<file path="src/rtl/clk_rate_pkg.sv">
// -----------------------------------------------------------------------------
// clk_rate_pkg
// Shared definitions for the slow-clock rate detector:
//   - rate codes (00=1 Hz, 01=2 Hz, 10=10 Hz, 11=50 Hz)
//   - nominal periods and +/-1% inclusive windows, in 10 MHz cycles
//   - FSM state encoding
//   - classify(): maps a measured period onto a rate code, or reports no hit
// -----------------------------------------------------------------------------
package clk_rate_pkg;

    localparam int CNT_W = 24;

    typedef enum logic [1:0] {
        RATE_1HZ  = 2'b00,
        RATE_2HZ  = 2'b01,
        RATE_10HZ = 2'b10,
        RATE_50HZ = 2'b11
    } rate_code_e;

    typedef enum logic [1:0] {
        ST_IDLE    = 2'd0,  // no reference edge yet
        ST_MEASURE = 2'd1,  // counting, not locked
        ST_LOCKED  = 2'd2   // LOCK_COUNT matching periods seen
    } state_e;

    // Nominal periods in clk_10MHz cycles.
    localparam int unsigned NOM_1HZ  = 10_000_000;
    localparam int unsigned NOM_2HZ  = 5_000_000;
    localparam int unsigned NOM_10HZ = 1_000_000;
    localparam int unsigned NOM_50HZ = 200_000;

    // Inclusive +/-1% windows.
    localparam int unsigned MIN_1HZ  = NOM_1HZ  - NOM_1HZ  / 100;
    localparam int unsigned MAX_1HZ  = NOM_1HZ  + NOM_1HZ  / 100;
    localparam int unsigned MIN_2HZ  = NOM_2HZ  - NOM_2HZ  / 100;
    localparam int unsigned MAX_2HZ  = NOM_2HZ  + NOM_2HZ  / 100;
    localparam int unsigned MIN_10HZ = NOM_10HZ - NOM_10HZ / 100;
    localparam int unsigned MAX_10HZ = NOM_10HZ + NOM_10HZ / 100;
    localparam int unsigned MIN_50HZ = NOM_50HZ - NOM_50HZ / 100;
    localparam int unsigned MAX_50HZ = NOM_50HZ + NOM_50HZ / 100;

    typedef struct packed {
        logic       hit;
        rate_code_e code;
    } class_t;

    // div scales the whole time base down; every window bound above is an
    // exact multiple of 2000, so any divisor of 2000 keeps the windows exact.
    function automatic logic in_win(input logic [CNT_W-1:0] p,
                                    input int unsigned      lo,
                                    input int unsigned      hi,
                                    input int unsigned      div);
        logic [31:0] pw;
        pw = {{(32-CNT_W){1'b0}}, p};
        return (pw >= lo / div) && (pw <= hi / div);
    endfunction

    function automatic class_t classify(input logic [CNT_W-1:0] p,
                                        input int unsigned      div);
        class_t r;
        r.hit  = 1'b1;
        r.code = RATE_1HZ;
        if (in_win(p, MIN_1HZ, MAX_1HZ, div))        r.code = RATE_1HZ;
        else if (in_win(p, MIN_2HZ, MAX_2HZ, div))   r.code = RATE_2HZ;
        else if (in_win(p, MIN_10HZ, MAX_10HZ, div)) r.code = RATE_10HZ;
        else if (in_win(p, MIN_50HZ, MAX_50HZ, div)) r.code = RATE_50HZ;
        else                                         r.hit  = 1'b0;
        return r;
    endfunction

endpackage

</file>
<file path="src/rtl/sync_edge_det.sv">
// -----------------------------------------------------------------------------
// sync_edge_det
// Two-flop synchronizer for an asynchronous slow signal plus a rising-edge
// detector. rise is high for exactly one clk_10MHz cycle: the cycle after
// synchronizer stage 2 goes 0->1.
// Ports:
//   clk_10MHz  in   system clock
//   rstn       in   asynchronous active-low reset
//   sig_async  in   signal to be synchronized
//   rise       out  one-cycle rising-edge pulse
// -----------------------------------------------------------------------------
module sync_edge_det (
    input  logic clk_10MHz,
    input  logic rstn,
    input  logic sig_async,
    output logic rise
);

    logic sync_1;
    logic sync_2;
    logic sync_2_d;

    // NOTE: non-blocking assignments let every flop sample the pre-edge value,
    // so the three stages shift by one per clock regardless of statement order.
    always_ff @(posedge clk_10MHz or negedge rstn) begin
        if (!rstn) begin
            sync_1   <= 1'b0;
            sync_2   <= 1'b0;
            sync_2_d <= 1'b0;
        end else begin
            sync_1   <= sig_async;
            sync_2   <= sync_1;
            sync_2_d <= sync_2;
        end
    end

    assign rise = sync_2 & ~sync_2_d;

endmodule

</file>
<file path="src/rtl/clk_rate_detector.sv">
// -----------------------------------------------------------------------------
// clk_rate_detector
// Measures the period of a slow asynchronous clock (1/2/10/50 Hz) in
// clk_10MHz cycles, classifies it against +/-1% windows and locks after
// LOCK_COUNT consecutive matching periods. Declares loss-of-clock after
// TIMEOUT_CYC cycles without an edge.
// Parameters:
//   TIMEOUT_CYC  cycles without an edge before loss-of-clock
//   LOCK_COUNT   consecutive matching periods needed to lock
//   RATE_DIV     time-base divisor applied to all windows (1 = real rates)
// Ports:
//   clk_10MHz   in   system clock
//   rstn        in   asynchronous active-low reset
//   clk_in      in   slow clock under test
//   rate_code   out  detected rate, held while unlocked
//   rate_valid  out  high while locked
//   rate_err    out  last period out of all windows, or timeout
//   period      out  last measured period
//   meas_stb    out  one-cycle pulse when period/rate_err update
// -----------------------------------------------------------------------------
module clk_rate_detector
    import clk_rate_pkg::*;
#(
    parameter int unsigned TIMEOUT_CYC = 12_000_000,
    parameter int unsigned LOCK_COUNT  = 2,
    parameter int unsigned RATE_DIV    = 1
) (
    input  logic        clk_10MHz,
    input  logic        rstn,
    input  logic        clk_in,
    output logic [1:0]  rate_code,
    output logic        rate_valid,
    output logic        rate_err,
    output logic [23:0] period,
    output logic        meas_stb
);

    localparam int                MC_W    = $clog2(LOCK_COUNT + 1);
    localparam logic [CNT_W-1:0]  TIMEOUT = CNT_W'(TIMEOUT_CYC);
    localparam logic [MC_W-1:0]   LOCK_N  = MC_W'(LOCK_COUNT);

    logic             edge_pulse;
    state_e           state;
    logic [CNT_W-1:0] cnt;
    logic [MC_W-1:0]  match_cnt;
    rate_code_e       last_code;

    logic [CNT_W-1:0] cnt_inc;
    logic [CNT_W-1:0] meas;
    class_t           cls;
    logic [MC_W-1:0]  match_next;

    sync_edge_det u_sync (
        .clk_10MHz (clk_10MHz),
        .rstn      (rstn),
        .sig_async (clk_in),
        .rise      (edge_pulse)
    );

    // The counter is cleared on the edge-pulse cycle, so on the next edge it
    // holds period-1; meas adds that edge cycle back in.
    // NOTE: every always_comb output gets a value before any branch so no
    // path leaves it unassigned, which would otherwise infer a latch.
    always_comb begin
        cnt_inc    = (cnt >= TIMEOUT) ? cnt : cnt + CNT_W'(1);
        meas       = cnt + CNT_W'(1);
        cls        = classify(meas, RATE_DIV);
        match_next = '0;
        if (cls.hit) begin
            if (cls.code == last_code)
                match_next = (match_cnt >= LOCK_N) ? match_cnt : match_cnt + MC_W'(1);
            else
                match_next = MC_W'(1);
        end
    end

    always_ff @(posedge clk_10MHz or negedge rstn) begin
        if (!rstn) begin
            state      <= ST_IDLE;
            cnt        <= '0;
            match_cnt  <= '0;
            last_code  <= RATE_1HZ;
            rate_code  <= 2'b00;
            rate_valid <= 1'b0;
            rate_err   <= 1'b0;
            period     <= '0;
            meas_stb   <= 1'b0;
        end else begin
            meas_stb <= 1'b0;
            cnt      <= cnt_inc;
            case (state)
                ST_IDLE: begin
                    // First edge only establishes the reference point.
                    if (edge_pulse) begin
                        cnt   <= '0;
                        state <= ST_MEASURE;
                    end
                end
                default: begin
                    // Edge takes priority over a coincident timeout.
                    if (edge_pulse) begin
                        cnt       <= '0;
                        period    <= meas;
                        meas_stb  <= 1'b1;
                        rate_err  <= ~cls.hit;
                        match_cnt <= match_next;
                        if (cls.hit)
                            last_code <= cls.code;
                        if (!cls.hit || (state == ST_LOCKED && cls.code != rate_code)) begin
                            state      <= ST_MEASURE;
                            rate_valid <= 1'b0;
                        end else if (state == ST_MEASURE && match_next == LOCK_N) begin
                            state      <= ST_LOCKED;
                            rate_valid <= 1'b1;
                            rate_code  <= cls.code;
                        end
                    end else if (cnt_inc == TIMEOUT) begin
                        state      <= ST_IDLE;
                        rate_valid <= 1'b0;
                        rate_err   <= 1'b1;
                        meas_stb   <= 1'b1;
                        match_cnt  <= '0;
                    end
                end
            endcase
        end
    end

endmodule
</file>
<file path="config.mk">
export PLATFORM = sky130hd
export DESIGN_NAME = clk_rate_detector
export DESIGN_NICKNAME = d
export VERILOG_FILES = /design/src/rtl/clk_rate_pkg.sv /design/src/rtl/sync_edge_det.sv /design/src/rtl/clk_rate_detector.sv
export SDC_FILE = /design/constraint.sdc
export NUM_CORES = 1
export LEC_CHECK = 0
export BUFFER_PORTS_ARGS = -buffer_cell sky130_fd_sc_hd__clkbuf_2
export CAP_MARGIN = 20
export CORE_ASPECT_RATIO = 0.5
export CORE_MARGIN = 2
export CORE_UTILIZATION = 40
export CTS_CLUSTER_DIAMETER = 120
export DETAILED_ROUTE_END_ITERATION = 6
export SETUP_SLACK_MARGIN = 0.15
export SLEW_MARGIN = 20
export SYNTH_ARGS = -nofsm -noshare
export SYNTH_HDL_FRONTEND = slang
export SYNTH_SLANG_ARGS = --single-unit
</file>
<file path="constraint.sdc">
create_clock -name clk_10MHz -period 7.4 [get_ports clk_10MHz]
set_clock_uncertainty 0.1 [all_clocks]
set_input_delay 1.11 -clock clk_10MHz [delete_from_list [all_inputs] [get_ports clk_10MHz]]
set_output_delay 1.11 -clock clk_10MHz [all_outputs]
set_load 0.03 [all_outputs]
</file>
# Word-level counts from Yosys, hierarchy flattened
# Cells that the tools add are included.
# Widths: inputs -> output; s select.
[word_totals]
reg_bits = 62
elab_cells = 83
[op_classes]
n_mux = 29
reduce_logical = 16
n_bitwise = 5
magnitude_cmp = 10
add_sub_neg = 2
n_eq_ne = 9
[ops]
columns = ["operator", "n"]
rows = [
  ["$ge 24x24->1 const B", 2],
  ["$mux 24", 2],
  ["$mux 2", 14],
  ["$add 24x1->24 const B", 1],
  ["$eq 24x24->1 const B", 1],
  ["$ge 24x18->1 const B", 1],
  ["$ge 24x20->1 const B", 1],
  ["$ge 24x23->1 const B", 1],
  ["$le 24x18->1 const B", 1],
  ["$le 24x20->1 const B", 1],
  ["$le 24x23->1 const B", 1],
  ["$le 24x24->1 const B", 1],
  ["$mux 1", 13],
  ["$reduce_and 3->1", 3],
  ["$logic_and 1x1->1", 6],
  ["$eq 2x2->1 const B", 2],
  ["$ne 4x1->1 const B", 1],
  ["$not 1->1", 4],
  ["$reduce_and 2->1", 2],
  ["$reduce_and 4->1", 1],
  ["$ne 3x1->1 const B", 1],
  ["$add 2x1->2 const B", 1],
  ["$eq 2x1->1 const B", 1],
  ["$eq 2x2->1", 1],
  ["8 further kinds", 8],
]

# Logic depth before layout (Yosys ltp)
[depth]
ltp_word = 16
ltp_mapped = 13
mapped_depth_nobuf = 11

# Cells and area by module
# A second synthesis with hierarchy kept.
[unflattened]
cells_unflattened = 572
hier_area_um2 = 4639.4
[by_module_without_submodules]
columns = ["module", "n_inst", "area_each_um2", "cells_per_inst", "seq_area_each_um2"]
rows = [
  ["clk_rate_detector", 1, 4550.6, 568, 1476.4],
  ["sync_edge_det", 1, 88.8, 4, 75.1],
]

# Worst setup path before layout
# No wires, ideal clock.
[synth_path]
kind = "register -> register"
from = "reg cnt[0]"
to = "reg rate_code[0]"
t_required_ps = 7175
slack_ps = 3355
t_arrival_ps = 3820
synth_period_minus_slack_ps = 4045
stages_incl_launch_ff = 12
n_path_buf = 0
path_cell_list = "dfrtp_1 -> ha_1 -> nand3_1 -> nor4_1 -> xor2_1 -> nor4_2 -> nand4_1 -> nor3_1 -> o21bai_1 -> mux2_2 -> nor4_4 -> mux2_2"
[synth_via]
elab_chain_len = 13
[synth_lines]
columns = ["item", "line_no", "source"]
rows = [
  ["start: declaration", "clk_rate_detector.sv:44", "logic [CNT_W-1:0] cnt;"],
  ["start signal: assignment", "clk_rate_detector.sv:90", "cnt <= cnt_inc;"],
  ["$add 24x1->24 *", "clk_rate_detector.sv:66", "meas = cnt + CNT_W'(1);"],
  ["$ge 24x18->1 or $le 24x18->1 (tied branches)", "clk_rate_pkg.sv:55", "return (pw >= lo / div) && (pw <= hi / div);"],
  ["$logic_and 1x1->1", "clk_rate_pkg.sv:55", ""],
  ["$mux 2", "clk_rate_pkg.sv:66", "else if (in_win(p, MIN_50HZ, MAX_50HZ, div)) r.code = RATE_50HZ;"],
  ["$mux 2", "clk_rate_pkg.sv:65", "else if (in_win(p, MIN_10HZ, MAX_10HZ, div)) r.code = RATE_10HZ;"],
  ["$mux 2", "clk_rate_pkg.sv:64", "else if (in_win(p, MIN_2HZ, MAX_2HZ, div)) r.code = RATE_2HZ;"],
  ["$mux 2", "clk_rate_pkg.sv:63", "if (in_win(p, MIN_1HZ, MAX_1HZ, div)) r.code = RATE_1HZ;"],
  ["$eq 2x2->1", "clk_rate_detector.sv:70", "if (cls.code == last_code)"],
  ["$mux 2", "clk_rate_detector.sv:70", ""],
  ["$mux 2", "clk_rate_detector.sv:69", "if (cls.hit) begin"],
  ["$eq 2x2->1", "clk_rate_detector.sv:112", "end else if (state == ST_MEASURE && match_next == LOCK_N) begin"],
  ["$logic_and 1x1->1", "clk_rate_detector.sv:112", ""],
  ["$reduce_and 4->1 (no source line)", "--", ""],
  ["end signal: assignment", "clk_rate_detector.sv:115", "rate_code <= cls.code;"],
  ["end: declaration", "clk_rate_detector.sv:31", "output logic [1:0] rate_code,"],
]
# Every way passes the cells marked *; elsewhere a longest branch is shown, timed or not.
# A chain may end at the register's enable or synchronous reset.

# Worst setup path in the final report
[layout_path]
from = "reg cnt[0]"
to = "reg rate_code[1]"
# Same word-level chain as after synthesis.

==> key figures <==
Floorplanning
  • Full die area: roughly 13000 sq um
  • Area of the placeable core: roughly 12000 sq um
  • Site Rows: 28
  • Total I/O pin count: 32
  • Die extent in x: approximately 160 um
  • Initial Util: 0.406
  • Die height: a little over 80 um

Clock tree
  • Worst-path clk slew: roughly 60 ps
  • Worst-Skew Late Latency: 330 ps
  • TritonCTS clock tree: done
  • Max clock buf depth: 2
  • Setup bufs post-CTS: 0
  • CTS Buf Count: 9
  • Sink count of the clock tree: 62
  • Root Buffer Master: sky130_fd_sc_hd__clkbuf_16
  • Post-cts repair resize count: 0
  • Number of buffers inserted for hold repair after clock tree synthesis: 0
  • Htree depth: 3

Critical path
  • Reg-to-reg setup timing slack: roughly 1800 ps
  • Reg-to-reg endpoint: rate_code[1]
  • CP Data Arrival Time: roughly 5700 ps
  • Path type of the worst setup path: reg -> reg
  • Worst-case reg-to-reg path depth: 11
  • Required time of the critical path: roughly 7500 ps
  • Type of element capturing the critical path: register
  • Sort of element at the start of the critical path: register
  • Beginning of the worst register-to-register path: cnt[0]
  • Largest driver fanout on the critical path: 16

Detailed routing
  • Highest routed metal layer: met4
  • Starting DRT DRC Count: around 660
  • Detailed Route WL: about 14 mm
  • Routed wire length on met2: ~5.7 mm
  • Routed wirelength normalized by instance count: ~19 um
  • Iteration count of the initial detailed-routing pass: 6
  • Routed Antenna Nets: 0
  • DRC Markers: 0
  • Average via count per standard cell: between 6 and 7
  • Met1 wire length: 7.18 mm
  • Met3 wire len: 1.29 mm
  • Number of vias after detailed routing: ~4.6k

Timing
  • Highest clock frequency the design can meet: ~180 MHz
  • Setup violation total in the final timing report: 0
  • Transition at the pin with the smallest max-transition slack: between 900 and 1000 ps
  • Final hold viol count: 0
  • Final worst-path cycle share: 0.756
  • Number of max-slew violations in the final report: 0
  • Total negative slack: 0 ps
  • Unrepaired setup endpoints after global routing: no
  • Crit path time final: between 5000 and 6000 ps
  • Worst setup slack after layout: between 1500 and 2000 ps
  • Worst slew slack as a fraction of its limit: 0.392

Yosys
  • Cell area after synthesis: about 4800 sq um
  • Number of distinct library cells after synthesis: 74
  • Warning count from the yosys run: 0
  • Asr flop ratio synth: 1.00
  • EDFF count, synth: 0
  • Most used flip-flop cell after synthesis: sky130_fd_sc_hd__dfrtp_1
  • Syn Nets: between 600 and 700
  • Fraction of the yosys area taken by sequential cells: 0.326
  • Number of instances in the synthesized netlist: roughly 600
  • Flops & latches, synth: between 60 and 70
  • Syn Area/Cell: 7.95 sq um

Final layout
  • Post-route cell area: between 5000 and 6000 sq um
  • Final core utilization: 0.452
  • Post-layout net count: 601
  • Layout cell share with drive strength beyond 1: 0.127
  • Antenna Diode Count: 0
  • Layout Area Growth over Synthesis: 11.3%

Global route
  • Vias in the first global route: approximately 4.1k
  • Initial antenna violation count: 0
  • Total overflow reported by the global router: 0
  • Wire length of the first global-routing pass: ~23 mm
  • Pin count of the biggest net entering global routing: 63
  • GRT Util Overall: 0.233

Power and ir drop
  • Clk network pwr share: 0.498
  • Switching Share: 0.266
  • Cell-internal power: between 700 and 800 uW
  • Combinational fraction of design power: 0.110
  • Power density normalized to cell area: between 150 and 200 nW/um^2
  • Flop pwr share: 0.392
  • P_sw: around 260 uW
  • Peak VDD IR: 0.128 mV
  • Leakage power: about 0.0020 uW

Place
  • Count of buffers inserted at the top-level ports: 31
  • Placed instance area: between 4000 and 5000 sq um
  • Final Wtd Congestion: about 0.97
  • Half-perimeter wire length after detailed placement: 10.3 mm
  • Setup WS pre-CTS: around 1900 ps

Min path
  • Worst min-delay path category: reg -> reg
  • Min-Delay Startpoint: u_sync.sync_1
  • Destination of the worst hold path: u_sync.sync_2
  • Instance count along the most critical hold path: 0

Status
  • Run status: completed

Flow run
  • Count of maximum capacitance violations: 0
flip-flops by register name, summed over array words and instances (netlist names):
name	count
meas_stb	1
u_sync.sync_2_d	1
period	24
rate_code	2
rate_err	1
u_sync.sync_1	1
last_code	2
state	2
match_cnt	2
u_sync.sync_2	1
cnt	24
rate_valid	1
layout make-up:
type	instances	area, sq um
inverter	16	60.1
timing repair buffer	36	193
multi-input combinational	469	2930
tap	165	206
clock inverter	6	109
fill	1179	6410
clock buffer	10	239
sequential	62	1550
kinds of logic (layout without fill, tap and decap cells):
family                     count (synthesis)  in the layout  share of synthesized area
and+or+nand+nor                          272            272                      0.307
muxes                                      5              5                     0.0116
AOI/OAI and AO/OA                        143            143                      0.203
adders and majority gates                  4              4                     0.0105
xor gates and xnor gates                  45             45                     0.0829
buffers and inverters                     67             68                     0.0582
DFF                                       62             62                      0.326
critical path, stage by stage, from the launching register on:
cell and delay [ps]:
sky130_fd_sc_hd__dfrtp_1 610, sky130_fd_sc_hd__ha_1 560, sky130_fd_sc_hd__nand3_1 560, sky130_fd_sc_hd__nor4_1 650
sky130_fd_sc_hd__xor2_1 230, sky130_fd_sc_hd__nor4_2 650, sky130_fd_sc_hd__nand4_1 230, sky130_fd_sc_hd__nor3_1 410
sky130_fd_sc_hd__o21bai_1 280, sky130_fd_sc_hd__mux2_2 420, sky130_fd_sc_hd__nor4_4 390, sky130_fd_sc_hd__mux2_2 380
cells in the final DEF, fill, tap and decap left out, types with 5 or more instances in the layout:
cell,count
sky130_fd_sc_hd__inv_1,16
sky130_fd_sc_hd__nor4_1,18
sky130_fd_sc_hd__o31ai_1,5
sky130_fd_sc_hd__nor3_1,28
sky130_fd_sc_hd__xor2_1,16
sky130_fd_sc_hd__and3_1,7
sky130_fd_sc_hd__o32ai_1,5
sky130_fd_sc_hd__nand2_1,72
sky130_fd_sc_hd__buf_4,5
sky130_fd_sc_hd__nand2b_1,6
sky130_fd_sc_hd__o22ai_1,7
sky130_fd_sc_hd__a31oi_1,6
sky130_fd_sc_hd__a211oi_1,11
sky130_fd_sc_hd__o211ai_1,6
sky130_fd_sc_hd__a21oi_1,20
sky130_fd_sc_hd__clkbuf_16,9
sky130_fd_sc_hd__xnor2_1,29
sky130_fd_sc_hd__o21ai_0,40
sky130_fd_sc_hd__nand4_1,16
sky130_fd_sc_hd__clkbuf_2,30
sky130_fd_sc_hd__or3_1,10
sky130_fd_sc_hd__dfrtp_1,62
sky130_fd_sc_hd__and2_1,6
sky130_fd_sc_hd__nand3_1,20
sky130_fd_sc_hd__nor2_1,51
cells in the mapped netlist (6+ instances only):
cell | number | area, sq um
sky130_fd_sc_hd__a211oi_1 | 11 | 82.6
sky130_fd_sc_hd__a21oi_1 | 20 | 100
sky130_fd_sc_hd__a31oi_1 | 6 | 37.5
sky130_fd_sc_hd__and2_1 | 6 | 37.5
sky130_fd_sc_hd__and3_1 | 7 | 43.8
sky130_fd_sc_hd__buf_2 | 11 | 55.1
sky130_fd_sc_hd__clkbuf_1 | 36 | 135
sky130_fd_sc_hd__dfrtp_1 | 62 | 1550
sky130_fd_sc_hd__inv_1 | 16 | 60.1
sky130_fd_sc_hd__nand2_1 | 72 | 270
sky130_fd_sc_hd__nand2b_1 | 6 | 37.5
sky130_fd_sc_hd__nand3_1 | 20 | 100
sky130_fd_sc_hd__nand4_1 | 16 | 100
sky130_fd_sc_hd__nor2_1 | 51 | 191
sky130_fd_sc_hd__nor3_1 | 28 | 140
sky130_fd_sc_hd__nor4_1 | 18 | 113
sky130_fd_sc_hd__o211ai_1 | 6 | 45.0
sky130_fd_sc_hd__o21ai_0 | 40 | 200
sky130_fd_sc_hd__o22ai_1 | 7 | 43.8
sky130_fd_sc_hd__or3_1 | 10 | 62.6
sky130_fd_sc_hd__xnor2_1 | 29 | 254
sky130_fd_sc_hd__xor2_1 | 16 | 140
metrics by stage:
stage,hold WS [ps],total power [uW],std cells
3_3_place_gp,252,502,748
4_1_cts,260,1000,764
5_1_grt,264,1030,764
2_1_floorplan,231,469,598
6_report,258,995,764
3_5_place_dp,248,505,748
power by group through the flow:
stage / clock network, uW / logic (uW) / registers [uW]
floorplan: 0 / 73.9 / 395
global placement: 0 / 109 / 393
detailed placement: 0 / 110 / 395
CTS: 502 / 110 / 389
global route: 519 / 121 / 394
finish: 495 / 110 / 390
per-layer routing:
metal	up-vias	track usage
li1	2183	-
met3	21	0.0475
met4	0	0.0541
met1	2189	0.360
met2	227	0.329
met5	-	0
how the worst max path moves through the flow:
stage,start,end,slack (ps),depth (start not counted)
2_1_floorplan,cnt[0],rate_code[0],3350,11
3_3_place_gp,cnt[0],rate_code[0],2130,11
3_5_place_dp,cnt[0],rate_code[1],1930,11
4_1_cts,cnt[0],rate_code[1],1930,11
5_1_grt,cnt[0],rate_code[1],1390,11
6_report,cnt[0],rate_code[1],1810,11
Power figures use the tool's default switching activity.
